### config.mk
export PLATFORM = sky130hd
export DESIGN_NAME = pong_game_ctrl
export DESIGN_NICKNAME = d
export VERILOG_FILES = /design/src/rtl/pong_pkg.sv /design/src/rtl/pong_game_ctrl_bcd.sv /design/src/rtl/pong_game_ctrl.sv
export SDC_FILE = /design/constraint.sdc
export NUM_CORES = 1
export LEC_CHECK = 0
export ABC_AREA = 1
export BUFFER_PORTS_ARGS = -buffer_cell sky130_fd_sc_hd__buf_2
export CAP_MARGIN = 20
export CELL_PAD_IN_SITES_DETAIL_PLACEMENT = 1
export CELL_PAD_IN_SITES_GLOBAL_PLACEMENT = 2
export CORE_ASPECT_RATIO = 0.75
export CORE_MARGIN = 2
export CORE_UTILIZATION = 31
export DETAILED_ROUTE_END_ITERATION = 6
export PLACE_DENSITY = 0.86
export SYNTH_ARGS = -nofsm -noshare
export SYNTH_HDL_FRONTEND = slang
export SYNTH_SLANG_ARGS = --single-unit
### constraint.sdc
create_clock -name clk -period 2.9 [get_ports clk]
set_input_delay 0.29 -clock clk [delete_from_list [all_inputs] [get_ports clk]]
set_output_delay 0.29 -clock clk [all_outputs]
set_load 0.005 [all_outputs]
### src/rtl/pong_pkg.sv
// Shared definitions for the pong display path: game-state encodings and
// default colour constants.
package pong_pkg;

  typedef enum logic [1:0] {
    ST_NEWGAME  = 2'b00,
    ST_PLAY     = 2'b01,
    ST_NEWBALL  = 2'b10,
    ST_GAMEOVER = 2'b11
  } state_e;

  localparam int         RGB_W  = 3;
  localparam logic [2:0] BLACK  = 3'b000;
  localparam logic [2:0] BG_RGB = 3'b110;

endpackage

### src/rtl/pong_game_ctrl_bcd.sv
// Multi-digit BCD counter with synchronous clear and an increment that
// saturates at all nines instead of wrapping.
module bcd_sat_counter #(
  parameter int DIGITS = 2
) (
  input  logic                  clk,
  input  logic                  reset,
  input  logic                  clear,
  input  logic                  inc,
  output logic [4*DIGITS-1:0]   bcd
);

  logic [4*DIGITS-1:0] bcd_q;
  logic [4*DIGITS-1:0] bcd_d;
  logic                sat_s;
  logic                carry_s;

  // Next count: clear wins, then ripple-carry increment unless saturated.
  always_comb begin
    bcd_d   = bcd_q;
    carry_s = 1'b0;
    sat_s   = 1'b1;
    for (int i = 0; i < DIGITS; i++) begin
      if (bcd_q[4*i +: 4] != 4'd9) begin
        sat_s = 1'b0;
      end else begin
        sat_s = sat_s;
      end
    end
    if (clear) begin
      bcd_d = {(4*DIGITS){1'b0}};
    end else if (inc && !sat_s) begin
      carry_s = 1'b1;
      for (int i = 0; i < DIGITS; i++) begin
        if (carry_s) begin
          if (bcd_q[4*i +: 4] == 4'd9) begin
            bcd_d[4*i +: 4] = 4'd0;
          end else begin
            bcd_d[4*i +: 4] = bcd_q[4*i +: 4] + 4'd1;
            carry_s         = 1'b0;
          end
        end else begin
          bcd_d[4*i +: 4] = bcd_q[4*i +: 4];
        end
      end
    end else begin
      bcd_d = bcd_q;
    end
  end

  // Count register.
  always_ff @(posedge clk or posedge reset) begin
    if (reset) begin
      bcd_q <= {(4*DIGITS){1'b0}};
    end else begin
      bcd_q <= bcd_d;
    end
  end

  assign bcd = bcd_q;

endmodule

### src/rtl/pong_game_ctrl.sv
// Pong game-flow controller (new game / play / new ball / game over) with
// lives, BCD score, game-over hold timer and the registered pixel compositor.
module pong_game_ctrl #(
  parameter int                             LIVES           = 3,
  parameter int                             SCORE_DIGITS    = 2,
  parameter int                             GAMEOVER_FRAMES = 60,
  parameter int                             RGB_W           = pong_pkg::RGB_W,
  parameter int                             TEXT_LAYERS     = 4,
  parameter logic [RGB_W-1:0]               BG_RGB          = RGB_W'(pong_pkg::BG_RGB)
) (
  input  logic                      clk,
  input  logic                      reset,
  input  logic                      pixel_tick,
  input  logic                      frame_tick,
  input  logic [1:0]                button,
  input  logic                      hit,
  input  logic                      miss,
  input  logic                      video_on,
  input  logic [TEXT_LAYERS-1:0]    text_on,
  input  logic [RGB_W-1:0]          text_rgb,
  input  logic                      graph_on,
  input  logic [RGB_W-1:0]          graph_rgb,
  output logic                      still_graph,
  output logic [1:0]                state,
  output logic [3:0]                lives,
  output logic [4*SCORE_DIGITS-1:0] score,
  output logic [RGB_W-1:0]          rgb
);

  import pong_pkg::*;

  localparam int GO_W = (GAMEOVER_FRAMES > 1) ? $clog2(GAMEOVER_FRAMES) : 1;
  localparam logic [GO_W-1:0] GO_LAST = GO_W'(GAMEOVER_FRAMES - 1);
  localparam logic [3:0]      LIVES_INIT = 4'(LIVES);

  state_e           state_q, state_d;
  logic [3:0]       lives_q, lives_d;
  logic [GO_W-1:0]  go_cnt_q, go_cnt_d;
  logic             btn_q, btn_d;
  logic [RGB_W-1:0] rgb_q, rgb_d;
  logic [RGB_W-1:0] pix_s;
  logic             press_s;
  logic             score_clr_s;
  logic             score_inc_s;

  assign btn_d       = |button;
  assign press_s     = btn_d & ~btn_q;
  assign score_clr_s = (state_q == ST_NEWGAME);
  // A simultaneous miss suppresses the point for the hit.
  assign score_inc_s = (state_q == ST_PLAY) & hit & ~miss;

  // Game-flow next state, lives and game-over frame counter.
  always_comb begin
    state_d  = state_q;
    lives_d  = lives_q;
    go_cnt_d = {GO_W{1'b0}};
    case (state_q)
      ST_NEWGAME: begin
        lives_d = LIVES_INIT;
        if (press_s) begin
          state_d = ST_PLAY;
        end else begin
          state_d = ST_NEWGAME;
        end
      end
      ST_PLAY: begin
        if (miss) begin
          lives_d = lives_q - 4'd1;
          if (lives_q == 4'd1) begin
            state_d = ST_GAMEOVER;
          end else begin
            state_d = ST_NEWBALL;
          end
        end else begin
          state_d = ST_PLAY;
        end
      end
      ST_NEWBALL: begin
        if (press_s) begin
          state_d = ST_PLAY;
        end else begin
          state_d = ST_NEWBALL;
        end
      end
      ST_GAMEOVER: begin
        if (frame_tick) begin
          if (go_cnt_q == GO_LAST) begin
            state_d  = ST_NEWGAME;
            go_cnt_d = {GO_W{1'b0}};
          end else begin
            go_cnt_d = go_cnt_q + {{(GO_W-1){1'b0}}, 1'b1};
          end
        end else begin
          go_cnt_d = go_cnt_q;
        end
      end
      default: begin
        state_d = ST_NEWGAME;
      end
    endcase
  end

  // Pixel priority mux, loaded only on pixel-rate enables.
  always_comb begin
    pix_s = BG_RGB;
    if (!video_on) begin
      pix_s = RGB_W'(BLACK);
    end else if (|text_on) begin
      pix_s = text_rgb;
    end else if (graph_on) begin
      pix_s = graph_rgb;
    end else begin
      pix_s = BG_RGB;
    end
    if (pixel_tick) begin
      rgb_d = pix_s;
    end else begin
      rgb_d = rgb_q;
    end
  end

  // State, counters, button history and pixel register.
  always_ff @(posedge clk or posedge reset) begin
    if (reset) begin
      state_q  <= ST_NEWGAME;
      lives_q  <= LIVES_INIT;
      go_cnt_q <= {GO_W{1'b0}};
      btn_q    <= 1'b0;
      rgb_q    <= {RGB_W{1'b0}};
    end else begin
      state_q  <= state_d;
      lives_q  <= lives_d;
      go_cnt_q <= go_cnt_d;
      btn_q    <= btn_d;
      rgb_q    <= rgb_d;
    end
  end

  bcd_sat_counter #(
    .DIGITS (SCORE_DIGITS)
  ) u_score (
    .clk   (clk),
    .reset (reset),
    .clear (score_clr_s),
    .inc   (score_inc_s),
    .bcd   (score)
  );

  assign still_graph = (state_q != ST_PLAY);
  assign state       = state_q;
  assign lives       = lives_q;
  assign rgb         = rgb_q;

endmodule

Yosys cells after proc, flatten, opt, wreduce, memory -nomap -nowiden --
Index checks and enable logic that the tools add are counted.
Cells by class: $add $sub $neg 4, equality and inequality tests 13, mux-type cells 25, bitwise gates (word level) 5, reductions and logical operators 11
Operators by type and width (count):
- 2-to-1 mux 6 bit | 3
- 2-to-1 mux 4 bit | 4
- 2-to-1 mux 8 bit | 2
- 2-to-1 mux 3 bit | 3
- adder 4 x 1 -> 4 bit (second input constant) | 2
- equality test 4 bit (second input constant) | 2
- 2-to-1 mux 2 bit | 4
- != test 4 bit (second input constant) | 2
- one-hot mux 2 bit (4 select lines) | 1
- one-hot mux 4 bit (2 select lines) | 1
- 2-to-1 mux 1 bit | 7
- adder 6 x 1 -> 6 bit (second input constant) | 1
- equality test 6 bit (second input constant) | 1
- != test 2 bit (second input constant) | 3
- AND reduction 2 bit | 3
- nonzero test 2 bit | 3
- equality test 2 bit (second input constant) | 2
- equality test 4 x 1 -> 1 bit (second input constant) | 1
- OR reduction 4 bit | 1
- subtractor 4 x 1 -> 4 bit (second input constant) | 1
- AND 1 bit | 3
- equality test 2 x 1 -> 1 bit (second input constant) | 1
- zero test 2 bit | 1
- != test 2 x 1 -> 1 bit (second input constant) | 1
- other kinds (4) | 5
Word-level totals: bits in registers 24, output and inout bits 18, word-level logic and storage cells 65

Depth between registers and ports, before layout --
depth in word-level cells 10, depth in mapped cells 11, depth with buffers taken out 10

By module --
From an unflattened synthesis, not the netlist that was laid out.
Second synthesis, totals: cells, all modules 199, area total of the unflattened synthesis 1472.7 um2
By module, submodules not included:
- pong_game_ctrl | instances 1, cells each 127, area each 940.9 um2, sequential area each 402.9 um2
- bcd_sat_counter | instances 1, cells each 72, area each 531.8 um2, sequential area each 200.2 um2

Worst setup path before layout --
OpenSTA, ideal clock, no wires.
path kind reg2reg, start point reg u_score.bcd_q[1] (netlist: u_score.bcd[1]), end point reg u_score.bcd_q[1] (netlist: u_score.bcd[1]), setup time 0.118 ns, arrival 1.203 ns, required time 2.782 ns, slack 1.579 ns, stages on the path, launching flop included 11, path buffers 1, path through dfrtp_1 > inv_1 > ha_1 > nand2_1 > nor2_2 > nand2_1 > nand2_1 > nand2_2 > buf_6 > nand2_1 > o21ai_2
On the way: longest elaborated chain between the ends 6, elaborated cells between the ends (all ways) 11, those cells by class add/sub (1); eq/ne (2); mux (5); reduce/logical (3)
Ends and longest elaborated chain:
- start: declaration | line pong_game_ctrl_bcd.sv:13 | logic [4*DIGITS-1:0] bcd_q;
- start signal: assignment | line pong_game_ctrl_bcd.sv:54 | bcd_q <= {(4*DIGITS){1'b0}};
- branches (longest 6 deep; another with adder 4 x 1 -> 4 bit)
Several ways; the timed one is not identified. The select of a mux whose other input is x is not followed. A chain may end at the register's enable or synchronous reset.

Final worst setup path --
start point reg u_score.bcd_q[1] (netlist: u_score.bcd[1]), end point reg u_score.bcd_q[6] (netlist: u_score.bcd[6])
On the way: longest elaborated chain between the ends 7, elaborated cells between the ends (all ways) 12, those cells by class eq/ne (2); mux (5); reduce/logical (5)
Ends and longest elaborated chain:
- != test 4 bit | line pong_game_ctrl_bcd.sv:24 | if (bcd_q[4*i +: 4] != 4'd9) begin
- 2-to-1 mux 1 bit (2 in series) | line pong_game_ctrl_bcd.sv:24
- zero test 1 bit | line pong_game_ctrl_bcd.sv:32 | end else if (inc && !sat_s) begin
- logical AND 1 bit | line pong_game_ctrl_bcd.sv:32
- nonzero test 2 bit (no source line)
- AND reduction 2 bit (no source line) *
Mark *: on every way between the ends. The rest lies on a longest branch, timed or not. The select of a mux whose other input is x is not followed.

==> impl_metrics.env <==
export IMPL_status="finished clean"
export IMPL_final_setup_skew_ns=0.00190
export IMPL_setup_viol=0
export IMPL_yosys_warnings=0
export IMPL_die_area_um2=4990
export IMPL_slew_violations=0
export IMPL_place_congestion=0.798
export IMPL_ff_latch_area_um2=603
export IMPL_drc=0
export IMPL_clock_sinks=24
export IMPL_arrival_ns=1.78
export IMPL_dp_hpwl_um=2650
export IMPL_multiInputGateArea_um2=646
export IMPL_io_buffer_count=37
export IMPL_final_antenna_net_count=0
export IMPL_period_share=0.543
export IMPL_diodes=0
export IMPL_ctsHoldBuffers=0
export IMPL_critical_path_class="register to register"
export IMPL_synth_ff_type="dfrtp_1"
export IMPL_drt_iter0_drc=50
export IMPL_worst_pin_slew_ns=0.933
export IMPL_syn_inst=179
export IMPL_gr_total_overflow=0
export IMPL_hold_path_class="primary input to async pin"
export IMPL_die_w_um=80.9
export IMPL_start_kind="register"
export IMPL_die_y_um=61.7
export IMPL_hold_viol_final=0
export IMPL_dr_total_vias=1262
export IMPL_wl_um=3280
export IMPL_drive_above_1_share=0.228
export IMPL_start_util=0.331
export IMPL_grt_pass1_vias=1230
export IMPL_mostFrequentLayoutCells="44 x nand2_1, 37 x buf_2, 28 x inv_1, 22 x dfrtp_1, 21 x nand3_1"
export IMPL_dr_pass1_iters=4
export IMPL_r2r_start="u_score.bcd[1]$_DFFE_PP0P_"
export IMPL_ys_seq_area_frac=0.439
export IMPL_pre_cts_slack_ns=1.32
export IMPL_areaGrowthSynthToFinish_pct=21.7
export IMPL_cts_buffer_depth=2
export IMPL_setup_worst_path_end_class="register"
export IMPL_crit_path_max_fanout=11
export IMPL_avgSynthCellArea_um2=7.67
export IMPL_maxSlewHeadroom=0.377
export IMPL_rsz0062_at_grt="no"
export IMPL_io_pins=38
export IMPL_fmaxAchievable_ghz=0.635
export IMPL_grt_start_max_net_pins=25
export IMPL_synth_cell_type_count=21
export IMPL_required_ns=3.11
export IMPL_fin_setup_tns_ns=0
export IMPL_numCtsBuffers=3
export IMPL_fillers=561
export IMPL_grt_usage=0.147
export IMPL_clkTransAtPathRegs_ns=0.09
export IMPL_synth_edf_count=0
export IMPL_setup_ws_ns=1.32
export IMPL_maxCapViolations=0
export IMPL_nets=247
export IMPL_fin_crit_ns=1.58
export IMPL_cts_setup_buffers=0
export IMPL_ys_ff_latch=24
export IMPL_cts_tree="built"
export IMPL_synth_nets=206
export IMPL_cts_root_buf="clkbuf_8"
export IMPL_cp_startpoint="u_score.bcd[1]$_DFFE_PP0P_"
export IMPL_synth_async_reset_ratio=1.00
export IMPL_final_common_cell="nand2_1"
export IMPL_p_leak_nw=0.912
export IMPL_cts_resized=0
export IMPL_via_per_inst=4.61
export IMPL_core_region_area_um2=4150
export IMPL_rows=20
export IMPL_h_tree_depth=1
export IMPL_power_density_nw_per_um2=716
export IMPL_antenna_found_initial=0
export IMPL_max_vdd_ir_drop_mv=0.345
export IMPL_clk_insertion_delay_late_ns=0.26
export IMPL_syn_area_um2=1370
export IMPL_wl_per_cell_um=12.0
export IMPL_grt_pass1_wl_um=5660
through the flow:
step           hold slack, ns  instance area, um2  power [W]  utilization  cells
2_1_floorplan           0.303                1370   0.000817            -    179
3_3_place_gp            0.494                1620   0.000968        0.389    270
3_5_place_dp            0.489                1620   0.000983        0.389    270
4_1_cts                 0.241                1670    0.00122        0.402    274
5_1_grt                 0.249                1670    0.00130        0.402    274
6_report                0.217                1670    0.00120        0.402    274
cell families after synthesis:
kind of cell | count (synthesis) | synth area share
and+or+nand+nor | 96 | 0.303
buffers and inverters | 30 | 0.0911
DFF | 24 | 0.439
xor gates and xnor gates | 6 | 0.0383
AOI/OAI and AO/OA | 16 | 0.0647
adders and majority gates | 7 | 0.0637
metal layers:
metal  track usage  vias up  wire (um)
met4        0.0218        0         15
li1              -      646          -
met2         0.238       16       1420
met5             0        -          0
met1         0.206      598       1730
met3        0.0367        2        117
where the power goes:
group	total, W	switching, W	internal, W
registers	0.000504	0.0000927	0.000411
clock network	0.000230	0.000109	0.000121
logic	0.000463	0.000289	0.000174
layout make-up:
class,count,area share
Clock buffer,4,0.0329
Timing Repair Buffer,37,0.111
Inverter,29,0.0681
Tap cell,55,0.0412
Multi-Input combinational cell,125,0.386
Sequential cell,24,0.361
critical path, stage by stage (launching register included):
cell and delay (ns):
dfrtp_1 0.42, inv_1 0.11, ha_1 0.16, nand2_1 0.06
nor2_2 0.15, nand2_1 0.07, nand2_1 0.07, nand2_2 0.16
nand2_1 0.18, nand2_1 0.07, nand2_1 0.07
registers in the layout, summed over array words and instances, names as in the netlist:
| signal | cells |
|---|---|
| btn_q | 1 |
| rgb | 3 |
| u_score.bcd | 8 |
| lives | 4 |
| state | 2 |
| go_cnt_q | 6 |
worst paths after layout:
| kind | slack [ns] | depth (start not counted) | end |
|---|---|---|---|
| worst max-delay path | 1.32 | 10 | u_score.bcd[6]$_DFFE_PP0P_ |
| worst min-delay path | 0.22 | 2 | u_score.bcd[3]$_DFFE_PP0P_ |
| worst max register to register | 1.32 | 10 | u_score.bcd[6]$_DFFE_PP0P_ |
| worst min register to register | 0.51 | 1 | lives[3]$_DFFE_PP0P_ |
| max in group asynchronous | 2.11 | 2 | lives[2]$_DFFE_PP0P_ |
| min in group clk | 0.25 | 2 | btn_q$_DFF_PP0_ |
synth_stat cells, drive strengths merged (2+ instances only):
cell type | instances | area [um2]
nand2 | 45 | 171
inv | 28 | 105
dfrtp | 22 | 551
nor2 | 22 | 87.6
nand3 | 21 | 105
o21ai | 11 | 62.6
ha | 7 | 87.6
nand4 | 5 | 31.3
a21oi | 4 | 20.0
xnor2 | 4 | 35.0
dfstp | 2 | 52.6
nor3b | 2 | 15.0
xor2 | 2 | 17.5
Note: power is estimated with default switching activity, not from simulation.
